**src/rtl/mmio_input_port.sv**
```systemverilog
// Memory-mapped input port: synchronises and debounces switch/key lines, latches
// press events as sticky flags and returns them on CPU loads inside its window.
module mmio_input_port #(
   parameter int          N_IN       = 8,
   parameter logic [15:0] BASE_ADDR  = 16'hFF00,
   parameter int          TICK_DIV   = 1000,
   parameter int          STABLE_CNT = 4
) (
   input  logic            CLK,
   input  logic            RESET,
   input  logic [N_IN-1:0] sw_in,
   input  logic [15:0]     addr,
   input  logic            rd_en,
   output logic [15:0]     rd_data,
   output logic            hit,
   output logic            irq_pending
);

   localparam int          PW         = (TICK_DIV > 1) ? $clog2(TICK_DIV) : 1;
   localparam logic [15:0] ADDR_STATE = BASE_ADDR;
   localparam logic [15:0] ADDR_EVT   = BASE_ADDR + 16'd2;
   localparam logic [15:0] ADDR_STAT  = BASE_ADDR + 16'd4;

   logic [N_IN-1:0] s1;
   logic [N_IN-1:0] s2;
   logic [N_IN-1:0] lvl;
   logic [N_IN-1:0] lvl_next;
   logic [N_IN-1:0] evt;
   logic [N_IN-1:0] evt_next;
   logic [N_IN-1:0] rise;
   logic [3:0]      cnt      [N_IN];
   logic [3:0]      cnt_next [N_IN];
   logic [PW-1:0]   pre;
   logic            tick;
   logic            ovf;
   logic            ovf_next;
   logic            irq_q;
   logic            rd_evt;
   logic            rd_stat;

   assign tick = (pre == PW'(TICK_DIV - 1));

   // A line only moves to a new level after STABLE_CNT consecutive ticks disagree with it.
   always_comb begin
      lvl_next = lvl;
      for (int i = 0; i < N_IN; i++) begin
         cnt_next[i] = cnt[i];
         if (tick) begin
            if (s2[i] == lvl[i]) begin
               cnt_next[i] = 4'd0;
            end else if (cnt[i] + 4'd1 == 4'(STABLE_CNT)) begin
               lvl_next[i] = s2[i];
               cnt_next[i] = 4'd0;
            end else begin
               cnt_next[i] = cnt[i] + 4'd1;
            end
         end
      end
   end

   assign rise = lvl_next & ~lvl;

   // rd_en is a one-cycle load strobe: data is returned combinationally in that cycle
   // and any read side effect lands on the rising edge that closes it.
   assign hit     = (addr == ADDR_STATE) || (addr == ADDR_EVT) || (addr == ADDR_STAT);
   assign rd_evt  = rd_en && (addr == ADDR_EVT);
   assign rd_stat = rd_en && (addr == ADDR_STAT);

   always_comb begin
      rd_data = 16'h0000;
      if (rd_en) begin
         case (addr)
            ADDR_STATE: rd_data = 16'(lvl);
            ADDR_EVT:   rd_data = 16'(evt);
            ADDR_STAT:  rd_data = {14'd0, ovf, |evt};
            default:    rd_data = 16'h0000;
         endcase
      end
   end

   // A press arriving on the clearing edge wins, so no event is lost.
   assign evt_next = rise | (evt & ~{N_IN{rd_evt}});
   assign ovf_next = (|(rise & evt)) | (ovf & ~rd_stat);

   always_ff @(posedge CLK) begin
      if (!RESET) begin
         s1    <= '0;
         s2    <= '0;
         lvl   <= '0;
         evt   <= '0;
         pre   <= '0;
         ovf   <= 1'b0;
         irq_q <= 1'b0;
         for (int i = 0; i < N_IN; i++) cnt[i] <= 4'd0;
      end else begin
         s1    <= sw_in;
         s2    <= s1;
         lvl   <= lvl_next;
         evt   <= evt_next;
         ovf   <= ovf_next;
         irq_q <= |evt_next;
         pre   <= tick ? '0 : pre + PW'(1);
         for (int i = 0; i < N_IN; i++) cnt[i] <= cnt_next[i];
      end
   end

   assign irq_pending = irq_q;

endmodule

```
**config.mk**
```make
export PLATFORM = sky130hd
export DESIGN_NAME = mmio_input_port
export DESIGN_NICKNAME = d
export VERILOG_FILES = /design/src/rtl/mmio_input_port.sv
export SDC_FILE = /design/constraint.sdc
export NUM_CORES = 1
export LEC_CHECK = 0
export CORE_MARGIN = 4
export CORE_UTILIZATION = 41
export CTS_CLUSTER_DIAMETER = 50
export DETAILED_ROUTE_END_ITERATION = 8
export HOLD_SLACK_MARGIN = 0.12
export PLACE_DENSITY = 0.7
export SETUP_SLACK_MARGIN = 0.2
export SLEW_MARGIN = 20
export SYNTH_ARGS = -nofsm -noshare
export SYNTH_HDL_FRONTEND = slang
export SYNTH_SLANG_ARGS = --single-unit
```
**constraint.sdc**
```tcl
create_clock -name CLK -period 2.1 [get_ports CLK]
set_input_delay 0.42 -clock CLK [delete_from_list [all_inputs] [get_ports CLK]]
set_output_delay 0.42 -clock CLK [all_outputs]
set_load 0.02 [all_outputs]
```
# Yosys cells after proc, flatten, opt, wreduce, memory -nomap -nowiden
# Memories as Yosys holds them, arrays and structs flattened.
# Cells that the tools add are included.
[classes] n_addsub=9 multipliers=0 n_div=0 magnitude_cmp=0 n_eq_ne=20 shifts=0 mux=60 bitwise_logic=18 n_reduce_logical=8
[ops] operator="$mux W4" n=32
[ops] operator="$eq A16 B16 Y1 const B" n=3
[ops] operator="$add A4 B1 Y4 const B" n=8
[ops] operator="$eq A4 B3 Y1 const B" n=8
[ops] operator="$mux W1" n=26
[ops] operator="$and A8 B8 Y8" n=3
[ops] operator="$pmux W8 S3" n=1
[ops] operator="$reduce_or A8 Y1" n=3
[ops] operator="$not A8 Y8" n=2
[ops] operator="$add A10 B1 Y10 const B" n=1
[ops] operator="$eq A10 B10 Y1 const B" n=1
[ops] operator="$or A1 B1 Y1" n=9
[ops] operator="$eq A1 B1 Y1" n=8
[ops] operator="$mux W8" n=1
[ops] operator="$or A8 B8 Y8" n=1
[ops] operator="$logic_and A1 B1 Y1" n=2
[ops] operator="$logic_or A1 B1 Y1" n=2
[ops] operator="$not A1 Y1" n=2
[ops] operator="$reduce_or A2 Y1" n=1
[ops] operator="$and A1 B1 Y1" n=1
[word_totals] reg_bits=44 latchBits=0 mem_bits_rw=32 romBits=0 output_inout_bits=18 word_cells=123 memories=1
[mem_list] memory="cnt" words=8 width=4 rd=8 rd_ports_with_merged_regs=0 write_ports=8 line="31" rtl="logic [3:0] cnt [N_IN];"

# Depth between registers and ports, before layout
# An unclocked memory read counts as a cell.
[logic_depth] depth_word=10 ltp_mapped=8 depth_no_buf=6

# Worst setup path after synthesis
# Ideal clock, no wire load.
[synth_path] path_type="input to output" from="input addr[0]" to="output rd_data[2]" arrival_ns=1.994 path_slack_ns=-0.314 stages=5 path_cell_list="or4_4 nor4_4 nor2b_1 a22oi_1 nor2b_1"
[synth_between] elab_chain_cells=3 elab_cells_between_ends=5 cone_classes="eq/ne (3); mux (2)"
[synth_lines] element="from (decl)" line="12" rtl="input logic [15:0] addr,"
[synth_lines] element="$eq A16 B16 Y1" line="72" rtl="case (addr)"
[synth_lines] element="$pmux W8 S3 *" line="72"
[synth_lines] element="$mux W8 *" line="71" rtl="if (rd_en) begin"
[synth_lines] element="to (decl)" line="14" rtl="output logic [15:0] rd_data,"
# Every way passes the cells marked *; elsewhere a longest branch is shown, timed or not.

# Worst setup path after layout
[layout_path] from="input addr[4]" to="output rd_data[4]"
# The elaborated chain is that of the path after synthesis.

==> impl_metrics.py <==
metrics = {
    "status": {
        "status": "finished, violations left",
        "violations": "setup timing",
    },
    "synthesis": {
        "ys.flop_type": "dfxtp_1",
        "synth.avg_cell_area_um2": 9.00,
        "synth_top_area_frac": 0.382,
        "synth_edf_count": 0,
        "synth_area_leader_cell": "dfxtp_1",
        "ys_async_sr_fraction": 0,
        "syn_area_um2": 3990,
        "yosysWarnings": 0,
        "ys_seq_elements": 76,
        "yosysUniqueCellTypes": 52,
        "yosysSeqAreaShare": 0.382,
        "syn-instance-count": 443,
        "synth_area_leaders": "dfxtp_1 (38%), a21boi_1 (5.6%), nor2b_1 (4.5%)",
    },
    "clock_network": {
        "cts_tree": "yes",
        "cts_max_level": 3,
        "hold_buffers": 0,
        "clockBufferDepth": 2,
        "clk_latency_ns": 0.35,
        "path_clk_slew_ns": 0.08,
        "cts.sinks": 76,
        "numCtsBuffers": 9,
        "root_buffer": "clkbuf_8",
    },
    "global_route": {
        "grt_overflow": 0,
        "grt_first_pass_wirelength_um": 15300,
        "grt_usage": 0.161,
        "grt_max_degree": 48,
        "grt_pass1_vias": 3335,
        "antenna_found_initial": 0,
    },
    "timing": {
        "hold_viol_final": 0,
        "slew_headroom": 0.608,
        "rsz0062_at_grt": "yes",
        "finClkSkew_ns": 0.00707,
        "tightest_slew_ns": 0.584,
        "fin_tns_setup_ns": -2.24,
        "layout_min_cycle_time_ns": 2.42,
        "period_share": 1.15,
        "setup_ws_ns": -0.323,
        "setup_viol": 9,
        "holdWs_ns": 0.405,
        "max_freq_ghz": 0.413,
        "maxSlewViolCount": 0,
    },
    "power_and_ir_drop": {
        "irDropWorstVdd_mv": 0.323,
        "p_total_mw": 2.97,
        "p_per_area_nw_per_um2": 547,
        "p_leak_nw": 2.04,
    },
    "die": {
        "dieArea_um2": 11400,
        "start_util": 0.426,
        "core_um2": 9370,
        "die_w_um": 107,
        "io_pins": 45,
        "die_h_um": 107,
        "row_count": 35,
    },
    "critical_path": {
        "cp.arrival_ns": 2.00,
        "end_kind": "output port",
        "r2r_setup_slack_ns": 0.22,
        "rr_worst_depth": 6,
        "slowest_delay_ns": 0.55,
        "cp-start-kind": "input port",
        "r2r-start": "pre[1]",
        "path_class": "input port to output port",
        "crit_slowest_cell": "or4_4",
        "cp_cell_sequence": "buf_6 -> or4_4 -> nor4_4 -> nor2b_4 -> buf_6 -> a22oi_2 -> nor2b_2 -> buf_6",
        "r2r-end": "cnt[1][7]",
        "cp_max_fo": 5,
        "worst_path_most_repeated_cell": "buf_6",
        "required_ns": 1.68,
    },
    "finish": {
        "drive_gt1_frac": 0.268,
        "antenna_cells": 0,
        "area_growth_pct": 36.2,
        "nets": 564,
        "fin_cells": 656,
    },
    "min_path": {
        "holdPathEnd": "pre[8]",
        "timing.hold.worst_path_depth": 3,
        "hold_class": "input port to flop",
        "hp-start": "RESET",
    },
    "run": {
        "maxCapViolCount": 0,
    },
    "routing": {
        "detail-route-antenna-nets": 0,
        "routedWlPerCell_um": 14.6,
        "viasPerCell": 5.41,
        "drt_wl_total_um": 9610,
        "drtPass1Iterations": 4,
        "drtIter0Drc": 150,
        "drc": 0,
        "dr_total_vias": 3549,
    },
    "placement": {
        "dp_hpwl_um": 6130,
        "portBuffers": 36,
        "dpl_worst_slack_ns": -1.07,
        "place.gp.congestion": 0.835,
        "dp.cells": 616,
    },
}
==> how the worst max path moves through the flow <==
stage                 start          to  slack [ns]  cells past startpoint
floorplan           addr[0]  rd_data[0]       -0.06                      5
global placement    addr[0]  rd_data[5]       -1.05                      7
finish              addr[4]  rd_data[4]       -0.32                      8
detailed placement  addr[0]  rd_data[5]       -1.07                      7
CTS                 addr[4]  rd_data[5]       -0.37                      8
global route        addr[4]  rd_data[4]       -0.38                      8
==> stage by stage <==
step	utilization	area [um^2]
after floorplan	-	4050
after global placement	0.500	4680
after detailed placement	0.500	4680
after CTS	0.545	5100
after global routing	0.579	5430
final	0.579	5430
==> flip-flops by register name (all words and copies together), names as in the netlist <==
register and flops:
ovf 1, irq_pending 1, evt 8, s2 8, cnt 32, lvl 8, s1 8, pre 10
==> cell families after synthesis <==
logic type | Yosys count | synth area share
flops | 76 | 0.382
compound gates | 106 | 0.185
mux | 6 | 0.0154
xor+xnor | 21 | 0.0461
fa+ha+maj | 14 | 0.0439
simple gates | 190 | 0.291
other cells | 1 | 0.000940
buf+inv | 29 | 0.0358
==> cells in the final DEF, fill, tap and decap left out, types with 4 or more instances in the layout <==
master	n
nor3_1	4
clkbuf_8	10
nor2b_2	8
nand4b_1	8
and3b_1	5
buf_6	22
and2_1	23
or4_4	6
nand3b_1	13
nand3_1	18
a21boi_2	5
o21ai_1	5
nor2b_1	20
buf_4	33
or4_1	5
mux2i_1	5
a21boi_1	25
dlygate4sd2_1	7
buf_2	6
conb_1	8
nor2_1	20
xnor2_1	13
clkdlybuf4s50_1	10
a22oi_2	8
a22oi_1	5
a21oi_1	16
o21ai_0	13
ha_1	12
xor2_1	8
nor3b_1	7
dfxtp_2	8
a31oi_1	8
dfxtp_1	67
nand4_1	5
nand2_1	25
==> critical path: cells and delay by family <==
family,cells,cell delay [ns]
and+or+nand+nor,4,1.17
AOI/OAI and AO/OA,1,0.05
buffers and inverters,3,0.37
==> where the power goes <==
| part | internal, mW | leakage (nW) | switching, mW |
|---|---|---|---|
| combinational | 0.0849 | 1.30 | 0.0703 |
| sequential | 1.46 | 0.621 | 0.0114 |
| clock | 0.812 | 0.122 | 0.532 |
| total | 2.35 | 2.04 | 0.614 |
==> metal layers <==
layer	GRT usage	vias to the layer above	part of all wire
met1	0.207	1692	0.47
met3	0.0271	15	0.040
li1	-	1766	-
met4	0.0621	0	0.017
met2	0.270	76	0.47
met5	0	-	0
==> repair_timing <==
action	CTS	global route
endpoints found under the hold margin	0	0
resized for setup	110	44
buffers inserted	9	11
endpoints found under the setup margin	27	28
pin swaps	12	24
gates cloned	2	3
==> Yosys cell counts (all sizes together) (14+ instances only) <==
master / n
nor2: 20
a21boi: 30
dfxtp: 76
a21oi: 16
ha: 14
o21ai: 18
clkbuf: 16
nand2: 26
and2: 24
nor2b: 29
nand3: 19
==> cell type report <==
| class | instances | area (um^2) |
|---|---|---|
| multi-input cells | 345 | 2590 |
| repair buffers | 89 | 895 |
| clock buffers | 10 | 138 |
| fillers | 789 | 3940 |
| flip-flops and latches | 76 | 1540 |
| clock inverters | 5 | 100 |
| well taps | 129 | 161 |
| inverters | 2 | 7.51 |
Power figures use the tool's default switching activity.
